===== src/rtl/bus_source_sequencer.sv =====
// bus_source_sequencer
//   Microstep sequencer for the datapath bus. Each state selects at most one
//   bus source through a one-hot vector that feeds the 32-to-5 bus-select
//   encoder. An all-zero vector means the bus is idle.
//   It covers instruction fetch, the execute transfers for ALU/ADDI/LD/ST/
//   MFHI/MFLO/IN, and an illegal-op trap. Memory is reached through a
//   request/ready handshake.
//
// Ports
//   clock       system clock, rising edge
//   clear       asynchronous active-low reset
//   start       begin an instruction (sampled only in IDLE)
//   op          instruction class (0 ALU,1 ADDI,2 LD,3 ST,4 MFHI,5 MFLO,6 IN,7 illegal)
//   ra/rb/rc    store-data / base / second-operand register indices
//   mem_ready   memory completion, honoured only in wait states
//   src_onehot  bus source select (zero or one-hot)
//   step        current state code
//   busy        high outside IDLE
//   done        pulse in the last step of an instruction
//   illegal     pulse together with done for op 7
//   mem_req     high in wait states
//   mem_we      high in the store wait state
module bus_source_sequencer #(
  parameter int SRC_W     = 32,
  parameter int REG_SEL_W = 4
) (
  input  logic                 clock,
  input  logic                 clear,
  input  logic                 start,
  input  logic [2:0]           op,
  input  logic [REG_SEL_W-1:0] ra,
  input  logic [REG_SEL_W-1:0] rb,
  input  logic [REG_SEL_W-1:0] rc,
  input  logic                 mem_ready,
  output logic [SRC_W-1:0]     src_onehot,
  output logic [3:0]           step,
  output logic                 busy,
  output logic                 done,
  output logic                 illegal,
  output logic                 mem_req,
  output logic                 mem_we
);

  // State codes double as the external step value.
  typedef enum logic [3:0] {
    S_IDLE = 4'd0,
    S_T0   = 4'd1,
    S_T1   = 4'd2,
    S_WF   = 4'd3,
    S_T2   = 4'd4,
    S_T3   = 4'd5,
    S_T4   = 4'd6,
    S_T5   = 4'd7,
    S_WL   = 4'd8,
    S_T6   = 4'd9,
    S_WS   = 4'd10
  } state_t;

  localparam logic [2:0] OP_ALU  = 3'd0;
  localparam logic [2:0] OP_ADDI = 3'd1;
  localparam logic [2:0] OP_LD   = 3'd2;
  localparam logic [2:0] OP_ST   = 3'd3;
  localparam logic [2:0] OP_MFHI = 3'd4;
  localparam logic [2:0] OP_MFLO = 3'd5;
  localparam logic [2:0] OP_IN   = 3'd6;

  // Bus source bit positions; registers occupy 0..15.
  localparam logic [4:0] B_HI   = 5'd16;
  localparam logic [4:0] B_LO   = 5'd17;
  localparam logic [4:0] B_ZLOW = 5'd19;
  localparam logic [4:0] B_PC   = 5'd20;
  localparam logic [4:0] B_MDR  = 5'd21;
  localparam logic [4:0] B_IN   = 5'd22;
  localparam logic [4:0] B_C    = 5'd23;

  // Instruction fields captured at acceptance so later input activity
  // cannot disturb the running sequence.
  typedef struct packed {
    logic [2:0]           op;
    logic [REG_SEL_W-1:0] ra;
    logic [REG_SEL_W-1:0] rb;
    logic [REG_SEL_W-1:0] rc;
  } instr_t;

  state_t state, nxt;
  instr_t instr;

  function automatic logic [SRC_W-1:0] sel(input logic [4:0] idx);
    logic [SRC_W-1:0] v;
    v      = '0;
    v[idx] = 1'b1;
    return v;
  endfunction

  // Ops that go through the address/ALU path in T3..T5.
  logic long_op;
  assign long_op = (instr.op == OP_ALU) || (instr.op == OP_ADDI) ||
                   (instr.op == OP_LD)  || (instr.op == OP_ST);

  // State register
  always_ff @(posedge clock or negedge clear) begin
    if (!clear) state <= S_IDLE;
    else        state <= nxt;
  end

  // Instruction latch
  always_ff @(posedge clock or negedge clear) begin
    if (!clear)                        instr <= '0;
    else if (state == S_IDLE && start) instr <= '{op: op, ra: ra, rb: rb, rc: rc};
  end

  // Next-state logic
  always_comb begin
    nxt = S_IDLE;
    case (state)
      S_IDLE: nxt = start ? S_T0 : S_IDLE;
      S_T0:   nxt = S_T1;
      S_T1:   nxt = S_WF;
      S_WF:   nxt = mem_ready ? S_T2 : S_WF;
      S_T2:   nxt = S_T3;
      S_T3:   nxt = long_op ? S_T4 : S_IDLE;
      S_T4:   nxt = S_T5;
      S_T5: begin
        if      (instr.op == OP_LD) nxt = S_WL;
        else if (instr.op == OP_ST) nxt = S_T6;
        else                        nxt = S_IDLE;
      end
      S_WL:   nxt = mem_ready ? S_T6 : S_WL;
      S_T6:   nxt = (instr.op == OP_ST) ? S_WS : S_IDLE;
      S_WS:   nxt = mem_ready ? S_IDLE : S_WS;
      default: nxt = S_IDLE;  // unused codes fall back to IDLE
    endcase
  end

  // Output decode. Everything follows the registered state; the store
  // wait is the one place done also looks at mem_ready, because the
  // instruction completes in the cycle the write is acknowledged.
  always_comb begin
    src_onehot = '0;
    done       = 1'b0;
    illegal    = 1'b0;
    mem_req    = 1'b0;
    mem_we     = 1'b0;
    step       = state;
    busy       = (state != S_IDLE);
    case (state)
      S_T0: src_onehot = sel(B_PC);
      S_T1: src_onehot = sel(B_ZLOW);
      S_WF: mem_req    = 1'b1;
      S_T2: src_onehot = sel(B_MDR);
      S_T3: begin
        case (instr.op)
          OP_MFHI: begin src_onehot = sel(B_HI); done = 1'b1; end
          OP_MFLO: begin src_onehot = sel(B_LO); done = 1'b1; end
          OP_IN:   begin src_onehot = sel(B_IN); done = 1'b1; end
          3'd7:    begin done = 1'b1; illegal = 1'b1; end
          default: src_onehot = sel(5'(instr.rb));
        endcase
      end
      S_T4: src_onehot = (instr.op == OP_ALU) ? sel(5'(instr.rc)) : sel(B_C);
      S_T5: begin
        src_onehot = sel(B_ZLOW);
        done       = (instr.op == OP_ALU) || (instr.op == OP_ADDI);
      end
      S_WL: mem_req = 1'b1;
      S_T6: begin
        if (instr.op == OP_ST) src_onehot = sel(5'(instr.ra));
        else begin
          src_onehot = sel(B_MDR);
          done       = 1'b1;
        end
      end
      S_WS: begin
        mem_req = 1'b1;
        mem_we  = 1'b1;
        done    = mem_ready;
      end
      default: ;
    endcase
  end

endmodule


===== config.mk =====
export PLATFORM = sky130hd
export DESIGN_NAME = bus_source_sequencer
export DESIGN_NICKNAME = d
export VERILOG_FILES = /design/src/rtl/bus_source_sequencer.sv
export SDC_FILE = /design/constraint.sdc
export NUM_CORES = 1
export LEC_CHECK = 0
export BUFFER_PORTS_ARGS = -buffer_cell sky130_fd_sc_hd__buf_2
export CELL_PAD_IN_SITES_DETAIL_PLACEMENT = 2
export CELL_PAD_IN_SITES_GLOBAL_PLACEMENT = 2
export CORE_ASPECT_RATIO = 2
export CORE_MARGIN = 8
export CORE_UTILIZATION = 28
export CTS_BUF_LIST = sky130_fd_sc_hd__clkbuf_16
export DETAILED_ROUTE_END_ITERATION = 8
export HOLD_SLACK_MARGIN = 0.12
export PLACE_DENSITY_LB_ADDON = 0.05
export SLEW_MARGIN = 20
export SYNTH_ARGS = -nofsm -noshare
export SYNTH_HDL_FRONTEND = slang
export SYNTH_SLANG_ARGS = --single-unit

===== constraint.sdc =====
create_clock -name clock -period 2.5 [get_ports clock]
set_clock_uncertainty 0.2 [all_clocks]
set_input_delay 0.625 -clock clock [delete_from_list [all_inputs] [get_ports clock]]
set_output_delay 0.625 -clock clock [all_outputs]
set_load 0.02 [all_outputs]

==> summary.txt, run 1 <==
Run status
  • Status: complete, but fails checks
  • Failing checks: setup timing

Power
  • Leak pwr: 1.047 nW
  • Peak VDD IR: 446.5 uV
  • P_sw: about 0.0014 W
  • Clk network pwr share: 0.120
  • Sequential power share: 0.253
  • Sw Share: 0.4881
  • Gate power share: 0.627
  • Pint: 0.001466 W
  • Power Density: around 1100 nW/um^2

Worst setup path
  • Slowest cell on the critical path: dfrtp_2
  • Arrival time at the worst endpoint: ~1.7 ns
  • Critical Path Source: step[2]
  • Data required time at the worst endpoint: around 1.7 ns
  • Crit Path Category: flip-flop to output port
  • Critical path peak fanout: 15
  • Worst setup SP type: flip-flop
  • Max stage delay on crit path: 0.48 ns
  • Cell breakdown of the critical path: and4bb_4 > and2_1 > a221o_1 > buf_4
  • Crit end category: output port
  • Worst R2R Start: step[3]

Finish
  • Utilization after layout: 0.4337
  • Filler Cells Inserted: 665
  • Share of cells above drive strength 1: 0.4943
  • Area Growth Syn to Fin: 51.41%
  • Non-filler cells, final: between 300 and 400
  • Most common cell after layout, fill and taps aside: buf_4
  • Antenna Cells: 0
  • Final #Nets: 281
  • Most frequent cells in the layout: buf_4, buf_2, nand2_1, dfrtp_1

GRT
  • Number of global-route vias before repair: 2031
  • Gr usage total: 0.1490
  • Initial antenna violation count: 0
  • Largest net degree at the start of global routing: 21
  • Gr ovfl total: 0
  • First-pass GRT wire length: around 11000 um

Timing
  • # setup viols final: 14
  • Fmax: 389.1 MHz
  • Min Clock Period, post-route: 2.570 ns
  • Unrepaired setup endpoints after global routing: yes
  • Worst slew margin: 0.6664
  • Worst slew pin tran: 0.4993 ns
  • Worst setup margin: -0.06974 ns
  • Final Hold Vio Count: 0
  • Part of the cycle the worst path needs: 1.028
  • Slew Limit Fails: 0

Clock tree
  • H-Tree Depth: 1
  • Clock sinks: 19
  • CTS clk-pin slew, worst paths: 0.06 ns
  • CTS tree: done
  • CTS root buffer: clkbuf_16
  • Clock Latency Late Sink: 0.25 ns
  • Total CTS buffers: 3
  • Clk buf depth: 2

Route
  • Routed WL per cell: around 21 um
  • Total Wirelength: 6825 um
  • Vias/cell: 5.574
  • DRT antenna net count: 0
  • Via count: 1806
  • Drt drc: 0
  • Initial DRT Pass Iterations: 4
  • Iteration-0 DRC Markers: 90

Logic synthesis
  • Synth cell types: 47
  • Cells after Synth: 195
  • Mean post-synth cell area: 8.675 um^2
  • Post-Syn Area: 1692 um^2
  • Sequential cell area fraction in the yosys report: 0.2811
  • Top_reg_cell synth: dfrtp_1
  • Async set-reset flop share out of synthesis: 1.000
  • Post-synth EDFFs: 0
  • Synth warn: 0
  • Synthesized flop and latch total: 19

Floorplanning
  • I/O pin total: 60
  • Die area: slightly below 9000 um^2
  • Initial Util: 0.2864
  • Die W: between 70 and 80 um
  • Num rows: 40
  • Die Ht: 125.9 um
  • CORE AREA: around 6000 um^2

Min path
  • Hold crit path type: input port to async pin

Place
  • PortBufs: 50
  • Placer Congestion: 0.7821
  • Post-detail-place hpwl: 4916 um
  • Placed insts: 308

Job
  • Max-cap viol count: 0
## worst max-delay path, delay by kind of cell, from the launching register on
kind / cells / cell delay [ns]
DFF: 1 / 0.48
and+or+nand+nor: 2 / 0.47
AOI/OAI and AO/OA: 1 / 0.37
buffers and inverters: 1 / 0.17
## sequential cells by signal (all words and copies together) (netlist names)
register  count
step          4
instr        15
## worst paths after layout
check	depth (start not counted)	to	slack, ns
max in group asynchronous	1	step[1]	1.63
hold reg to reg	1	instr[10]	0.36
setup reg to reg	5	instr[9]	0.42
hold / removal	1	instr[9]	0.12
min in group clock	1	instr[10]	0.36
setup / recovery	4	src_onehot[14]	-0.07
## layer usage
layer | GRT usage | vias up | part of all wire
met4 | 0.04079 | 0 | 0.015
met1 | 0.1748 | 905 | 0.42
met2 | 0.2622 | 36 | 0.53
met5 | 0 | - | 0
met3 | 0.03021 | 7 | 0.031
li1 | - | 858 | -
## layout make-up
| type | instances | area (um^2) | area share |
|---|---|---|---|
| Inverter | 3 | 11.26 | 0.004397 |
| Clock inverter | 1 | 5.005 | 0.001954 |
| Clock buffer | 3 | 75.07 | 0.02931 |
| Timing Repair Buffer | 77 | 565.5 | 0.2208 |
| Tap cell | 63 | 78.83 | 0.03078 |
| Sequential cell | 19 | 480.5 | 0.1876 |
| Multi-Input combinational cell | 158 | 1345 | 0.5252 |
## cell usage after synthesis, drive strengths merged, types with 4 or more instances
master  number  area share
clkbuf       4      0.0089
nand2b       7       0.026
a21oi        6       0.018
o221ai       9       0.047
nand2       16       0.036
nor3         5       0.015
mux2        15        0.10
nor2b       11       0.041
nand3        9       0.030
nor2         8       0.019
buf         19       0.068
dfrtp       19        0.28
nand4        9       0.033
nor4         4       0.024
nand4b       5       0.026
and2         4       0.015
## what timing repair did
item,in CTS,in global routing
setup endpoints to repair,18,21
hold buffers,0,0
gates resized for setup,55,29
cloned,0,0
pin swaps,13,17
buffers inserted,7,5
## power groups by stage
stage	Sequential, W	Combinational, W	Clock (W)
after floorplan	0.000638	0.000932	0
after global placement	0.000672	0.00135	0
after detailed placement	0.000692	0.00138	0
after CTS	0.000712	0.00161	0.000343
after global routing	0.000757	0.00193	0.000363
final	0.000726	0.00179	0.000343
## stage by stage
step                hold slack [ns]  setup WS [ns]  power [W]  cell area, um^2  setup TNS [ns]
CTS                          0.1274       -0.08066   0.002668             2389         -0.9451
global route                 0.1397        -0.1239   0.003053             2561          -1.389
detailed placement           0.3518        0.05261   0.002069             2033               0
finish                       0.1177       -0.06974   0.002864             2561         -0.3737
floorplan                    0.1294        0.02234   0.001570             1722               0
global placement             0.3304        0.09272   0.002020             2033               0
## cell families (layout without fill, tap and decap cells)
kind of cell | after synthesis | in the layout | share of synthesized area
other cells | 1 | 9 | 0.002217
mux | 15 | 15 | 0.09985
simple gates | 101 | 101 | 0.3861
compound gates | 32 | 32 | 0.1420
xor+xnor | 1 | 1 | 0.005178
buf+inv | 26 | 84 | 0.08358
flops | 19 | 19 | 0.2811
Power figures use the tool's default switching activity.
==> inputs of run 2 (changes only) <==
--- a/config.mk
+++ b/config.mk
@@ -6,11 +6,11 @@
 export NUM_CORES = 1
 export LEC_CHECK = 0
 export BUFFER_PORTS_ARGS = -buffer_cell sky130_fd_sc_hd__buf_2
-export CELL_PAD_IN_SITES_DETAIL_PLACEMENT = 2
-export CELL_PAD_IN_SITES_GLOBAL_PLACEMENT = 2
+export CELL_PAD_IN_SITES_DETAIL_PLACEMENT = 1
+export CELL_PAD_IN_SITES_GLOBAL_PLACEMENT = 1
 export CORE_ASPECT_RATIO = 2
 export CORE_MARGIN = 8
-export CORE_UTILIZATION = 28
+export CORE_UTILIZATION = 36
 export CTS_BUF_LIST = sky130_fd_sc_hd__clkbuf_16
 export DETAILED_ROUTE_END_ITERATION = 8
 export HOLD_SLACK_MARGIN = 0.12
==> run 2 against run 1 <==
Compared with the run above:
- the flow still finishes with violations (setup timing)
- sequential share of layout area increased by 0.22 points
- final area decreased by 0.64%
- sequential power increased by 2%
- hold slack got worse by 0.0039 ns
- core utilization increased by 13 points
- setup slack got worse by 0.044 ns
- clock-buffer cell count unchanged
- combinational power decreased by 5%
- global-route usage increased by 3.3 points
- final cell count decreased by 1.5%
- critical endpoint is now src_onehot[2]
- largest cell class unchanged
- largest power group unchanged
- highest routed layer unchanged
==> summary.txt, run 2 (synthesis gave the netlist of run 1 again) <==
Run status
  • Status: complete, but fails checks
  • Failing checks: setup timing

Finish
  • Final design area excluding fillers: 2545 um^2 (-0.64%)
  • Most frequent cells in the layout: buf_4, buf_2, nand2_1, dfrtp_1
  • Share of cells above drive strength 1: 0.5000 (+0.005747)
  • Area Growth Syn to Fin: 50.44%
  • Antenna Cells: 0 (unchanged)
  • Final #Nets: 284 (+1.1%)
  • Utilization after layout: 0.5588 (+0.1251)
  • Most common cell after layout, fill and taps aside: buf_4
  • Most flops, register: instr
  • Filler Cells Inserted: 544 (-18%)
  • Max FFs per register: 15 (unchanged)

GRT
  • First-pass GRT wire length: 10490 um (-2.8%)
  • Gr usage total: 0.1817 (+0.03275)
  • Largest net degree at the start of global routing: 21 (unchanged)
  • Number of global-route vias before repair: 1973 (-2.9%)
  • Gr ovfl total: 0 (unchanged)
  • Initial antenna violation count: 0 (unchanged)

Route
  • Vias/cell: 5.812 (+4.3%)
  • Routed WL per cell: 22.12 um (+5.0%)
  • DRT antenna net count: 0 (unchanged)
  • Drt drc: 0 (unchanged)
  • Total Wirelength: 7056 um (+3.4%)
  • Met3 routed WL: 257 um (+21%)
  • Iteration-0 DRC Markers: 88 (-2.2%)
  • Via count: 1854 (+2.7%)
  • Top Metal Used: met4
  • Initial DRT Pass Iterations: 4 (unchanged)
  • Metal-1 WL: 2322 um (-20%)
  • Wire length on met2: 4171 um (+15%)

Floorplanning
  • CORE AREA: 4554 um^2 (-23%)
  • Num rows: 35 (-13%)
  • Die W: 64.47 um (-9.1%)
  • Die area: 7281 um^2 (-19%)
  • I/O pin total: 60 (unchanged)
  • Initial Util: 0.3714 (+0.08499)
  • Die Ht: 112.9 um (-10%)

Job
  • Max-cap viol count: 0 (unchanged)

Worst setup path
  • Max stage delay on crit path: 0.46 ns (-0.02 ns)
  • R2R Setup Slk: 0.29 ns (-0.13 ns)
  • CP endpoint: src_onehot[2]
  • Crit end category: output port
  • Worst path top cell family by delay: flip-flops
  • Worst Reg-to-Reg Cells: 6 (+1)
  • Worst setup SP type: flip-flop
  • Data required time at the worst endpoint: 1.67 ns (about the same)
  • Worst R2R Start: step[1]
  • Stages on the worst setup path: 5 (+1)
  • Slowest cell on the critical path: dfrtp_2
  • Cell breakdown of the critical path: nor4bb_4 > buf_4 > and4bb_2 > a221o_1 > buf_6
  • Crit Path Category: flip-flop to output port
  • R2r endpoint: instr[7]
  • Critical path peak fanout: 4 (-11)
  • Critical Path Source: step[0]
  • WP buf/inv: 2 (+1)
  • Arrival time at the worst endpoint: 1.79 ns (+0.05 ns)

Timing
  • Hold slack: 0.1138 ns (-0.003942 ns)
  • Part of the cycle the worst path needs: 1.045 (+0.01742)
  • # setup viols final: 17 (+3)
  • Min Clock Period, post-route: 2.613 ns (+0.04356 ns)
  • Final Hold Vio Count: 0 (unchanged)
  • Fmax: 382.7 MHz (-1.7%)
  • Unrepaired setup endpoints after global routing: yes
  • Slew Limit Fails: 0 (unchanged)
  • Worst setup margin: -0.1133 ns (-0.04356 ns)

Clock tree
  • Clock Latency Late Sink: 0.25 ns (about the same)
  • Total CTS buffers: 3 (unchanged)
  • H-Tree Depth: 1 (unchanged)
  • CTS clk-pin slew, worst paths: 0.06 ns (about the same)
  • Clk buf depth: 2 (unchanged)
  • CTS tree: done
  • CTS root buffer: clkbuf_16
  • Post-CTS Hold Buffers: 0 (unchanged)
  • Clock sinks: 19 (unchanged)

Power
  • Power Density: 1087 nW/um^2 (-2.8%)
  • Leak pwr: 1.064 nW (+1.6%)
  • Peak VDD IR: 619.9 uV (+39%)

Place
  • Post-detail-place hpwl: 5245 um (+6.7%)
  • PortBufs: 50 (unchanged)
  • Placer Congestion: 0.8588 (+9.8%)
  • Cell Area, Placed: 2016 um^2 (-0.86%)

Min path
  • Hold crit path type: input port to async pin
## run 2: worst register-to-register path, cell delays in order, from the launching register on
cell	delay, ns
dfrtp_2	0.45
buf_6	0.14
buf_4	0.14
buf_4	0.14
nor2_2	0.15
nand3_2	0.39
mux2_1	0.48
## run 2: power by group
group / total, W / internal, W / switching [W] / leakage [nW]
Sequential: 0.000739 / 0.000467 / 0.000272 / 0.221
Clock: 0.000327 / 0.000214 / 0.000113 / 0.0409
Combinational: 0.00170 / 0.000746 / 0.000953 / 0.802
## run 2: through the flow
stage	setup WS, ns	instances	total power, W	setup TNS (ns)
after CTS	-0.09520	310	0.002594	-0.9964
after global placement	0.05186	299	0.001986	0
after detailed placement	0.01991	299	0.002049	0
final	-0.1133	319	0.002766	-1.062
after floorplan	0.02234	203	0.001570	0
after global routing	-0.1733	319	0.002937	-2.008
## run 2: final cells by class
cell class                 count  area, um^2  share of cell area
clock buffer                   3       75.07             0.02950
clock inverter                 1       5.005            0.001967
inverter                       3       11.26            0.004425
multi-input combinational    159        1326              0.5211
sequential                    19       483.0              0.1898
tap                           55       68.82             0.02704
timing repair buffer          79       575.6              0.2262
## run 2: timing repair
item	in CTS	in global routing
pin swaps	3	16
gates resized for setup	42	36
endpoints found under the setup margin	19	20
cloned	1	1
buffers inserted	6	8
## run 2: worst min-delay path by stage
stage / slack (ns) / end
4_1_cts: 0.13 / instr[12]
6_report: 0.11 / instr[14]
5_1_grt: 0.15 / instr[14]
3_3_place_gp: 0.34 / instr[10]
2_1_floorplan: 0.13 / instr[0]
3_5_place_dp: 0.34 / instr[7]
## run 2: layer usage
layer | global-route usage | vias to the layer above
li1 | - | 869
met1 | 0.1648 | 909
met2 | 0.3692 | 58
met3 | 0.02671 | 18
met4 | 0.07625 | 0
met5 | 0 | -
==> inputs of run 3 (changes only) <==
--- a/config.mk
+++ b/config.mk
@@ -14,6 +14,7 @@
 export CTS_BUF_LIST = sky130_fd_sc_hd__clkbuf_16
 export DETAILED_ROUTE_END_ITERATION = 8
 export HOLD_SLACK_MARGIN = 0.12
+export MAX_ROUTING_LAYER = met4
 export PLACE_DENSITY_LB_ADDON = 0.05
 export SLEW_MARGIN = 20
 export SYNTH_ARGS = -nofsm -noshare
==> run 3 against run 2 <==
Compared with the run above:
- the flow still finishes with violations (setup timing)
- final cell count is 0.94% lower
- clock-buffer cell count unchanged
- setup slack improved by 0.0032 ns
- flip-flop and latch count did not move
- combinational power about the same
- sequential power decreased by 1%
- power shrank 0.59%
- die area unchanged
- via count about the same
- first-iteration DRC count fell by 50%
- critical path type unchanged
==> summary.txt, run 3 (synthesis gave the netlist of run 1 again) <==
Run status
  • Status: complete, but fails checks
  • Failing checks: setup timing

Clock tree
  • Clk buf depth: 2 (unchanged)
  • CTS root buffer: clkbuf_16
  • Clock sinks: 19 (unchanged)
  • Clock Latency Late Sink: 0.25 ns (about the same)
  • Post-CTS Hold Buffers: 0 (unchanged)
  • CTS clk-pin slew, worst paths: 0.05 ns (about the same)
  • Total CTS buffers: 3 (unchanged)
  • H-Tree Depth: 1 (unchanged)
  • CTS tree: done

Finish
  • Share of cells above drive strength 1: 0.4789 (-0.02107)
  • Most common cell after layout, fill and taps aside: buf_4
  • Most frequent cells in the layout: buf_4, buf_2, nand2_1, dfrtp_1, buf_6
  • Most flops, register: instr
  • Antenna Cells: 0 (unchanged)
  • Filler Cells Inserted: 554 (+1.8%)
  • Final #Nets: 281 (-1.1%)
  • Max FFs per register: 15 (unchanged)
  • Area Growth Syn to Fin: 50.00%
  • Non-filler cells, final: 316 (-0.94%)

Route
  • Initial DRT Pass Iterations: 4 (unchanged)
  • Vias/cell: 5.864 (+0.89%)
  • Iteration-0 DRC Markers: 44 (-50%)
  • Met3 routed WL: 200 um (-22%)
  • Metal-1 WL: 2282 um (-1.7%)
  • DRT antenna net count: 0 (unchanged)
  • Drt drc: 0 (unchanged)
  • Total Wirelength: 7122 um (+0.94%)
  • Wire length on met2: 4264 um (+2.2%)
  • Via count: 1853 (-0.054%)
  • Top Metal Used: met4
  • Routed WL per cell: 22.54 um (+1.9%)

Place
  • Post-detail-place hpwl: 5272 um (+0.53%)
  • Placer Congestion: 0.8841 (+2.9%)
  • PortBufs: 50 (unchanged)
  • Placed insts: 299 (unchanged)

Timing
  • Hold slack: 0.1190 ns (+0.005211 ns)
  • Worst setup margin: -0.1101 ns (+0.003217 ns)
  • Part of the cycle the worst path needs: 1.044 (-0.001287)
  • Unrepaired setup endpoints after global routing: yes
  • Slew Limit Fails: 0 (unchanged)
  • Final Hold Vio Count: 0 (unchanged)
  • Min Clock Period, post-route: 2.610 ns (-0.003217 ns)
  • Fmax: 383.1 MHz (+0.12%)
  • # setup viols final: 15 (-2)

Floorplanning
  • Die Ht: 112.9 um (unchanged)
  • Num rows: 35 (unchanged)
  • Initial Util: 0.3714 (unchanged)
  • Die area: 7281 um^2 (unchanged)
  • Die W: 64.47 um (unchanged)
  • CORE AREA: 4554 um^2 (unchanged)
  • I/O pin total: 60 (unchanged)

Power
  • Power Density: 1084 nW/um^2 (-0.29%)
  • Leak pwr: 1.035 nW (-2.8%)
  • Peak VDD IR: 584.7 uV (-5.7%)

GRT
  • Gr ovfl total: 0 (unchanged)
  • Number of global-route vias before repair: 1935 (-1.9%)
  • Gr usage total: 0.1889 (+0.007159)
  • Initial antenna violation count: 0 (unchanged)
  • Largest net degree at the start of global routing: 21 (unchanged)
  • First-pass GRT wire length: 10320 um (-1.6%)

Worst setup path
  • Worst Reg-to-Reg Cells: 5 (-1)
  • Crit end category: output port
  • Worst R2R Start: step[3]
  • R2R Setup Slk: 0.43 ns (+0.14 ns)
  • Critical path peak fanout: 6 (+2)
  • Arrival time at the worst endpoint: 1.79 ns (about the same)
  • Worst setup SP type: flip-flop
  • Crit Path Category: flip-flop to output port
  • R2r endpoint: instr[8]
  • Data required time at the worst endpoint: 1.67 ns (about the same)

Min path
  • Hold crit path type: input port to async pin

Job
  • Max-cap viol count: 0 (unchanged)
## run 3: worst max-delay path by stage
stage	startpoint	to	slack, ns	cells past startpoint
3_3_place_gp	instr[13]	src_onehot[14]	0.07	5
2_1_floorplan	step[1]	src_onehot[1]	0.02	4
3_5_place_dp	step[1]	src_onehot[7]	0.03	4
6_report	step[2]	src_onehot[0]	-0.11	5
5_1_grt	step[2]	src_onehot[0]	-0.16	5
4_1_cts	step[1]	src_onehot[7]	-0.08	4
## run 3: what timing repair did
action                                  4_1_cts  5_1_grt
cloned                                        0        1
resized for setup                            51       32
pin swaps                                     7       17
buffers inserted                              7        5
endpoints found under the setup margin       20       19
## run 3: routing by layer
layer,GRT usage,vias to the layer above
li1,-,861
met1,0.1521,917
met2,0.3752,55
met3,0.02572,20
met4,0.1129,0
met5,-,-
## run 3: area by class of cell
type                       instances  area [um^2]  share of cell area
clock buffer                       3        75.07             0.02959
sequential                        19        483.0              0.1903
timing repair buffer              76        551.8              0.2175
inverter                           3        15.01            0.005917
clock inverter                     1        3.754            0.001479
tap                               55        68.82             0.02712
multi-input combinational        159         1340              0.5281
## run 3: worst max-delay path: stages (launching register included)
cell,delay [ns]
dfrtp_2,0.45
nor4bb_4,0.42
nand2b_1,0.12
buf_4,0.19
o211ai_1,0.18
buf_4,0.17
## run 3: through the flow
step	instance area, um^2	setup slack, ns	power (W)	utilization	setup TNS [ns]
3_5_place_dp	2016	0.03321	0.002044	0.4426	0
2_1_floorplan	1722	0.02234	0.001570	-	0
6_report	2537	-0.1101	0.002749	0.5571	-1.120
3_3_place_gp	2016	0.07164	0.001985	0.4426	0
5_1_grt	2537	-0.1643	0.002916	0.5571	-2.066
4_1_cts	2330	-0.08270	0.002596	0.5115	-0.8896
## run 3: power breakdown
group	leakage (nW)	internal, W	switching, W	total [W]
clock	0.0423	0.000213	0.000118	0.000331
sequential	0.222	0.000469	0.000262	0.000731
combinational	0.770	0.000730	0.000958	0.00169
total	1.03	0.00141	0.00134	0.00275
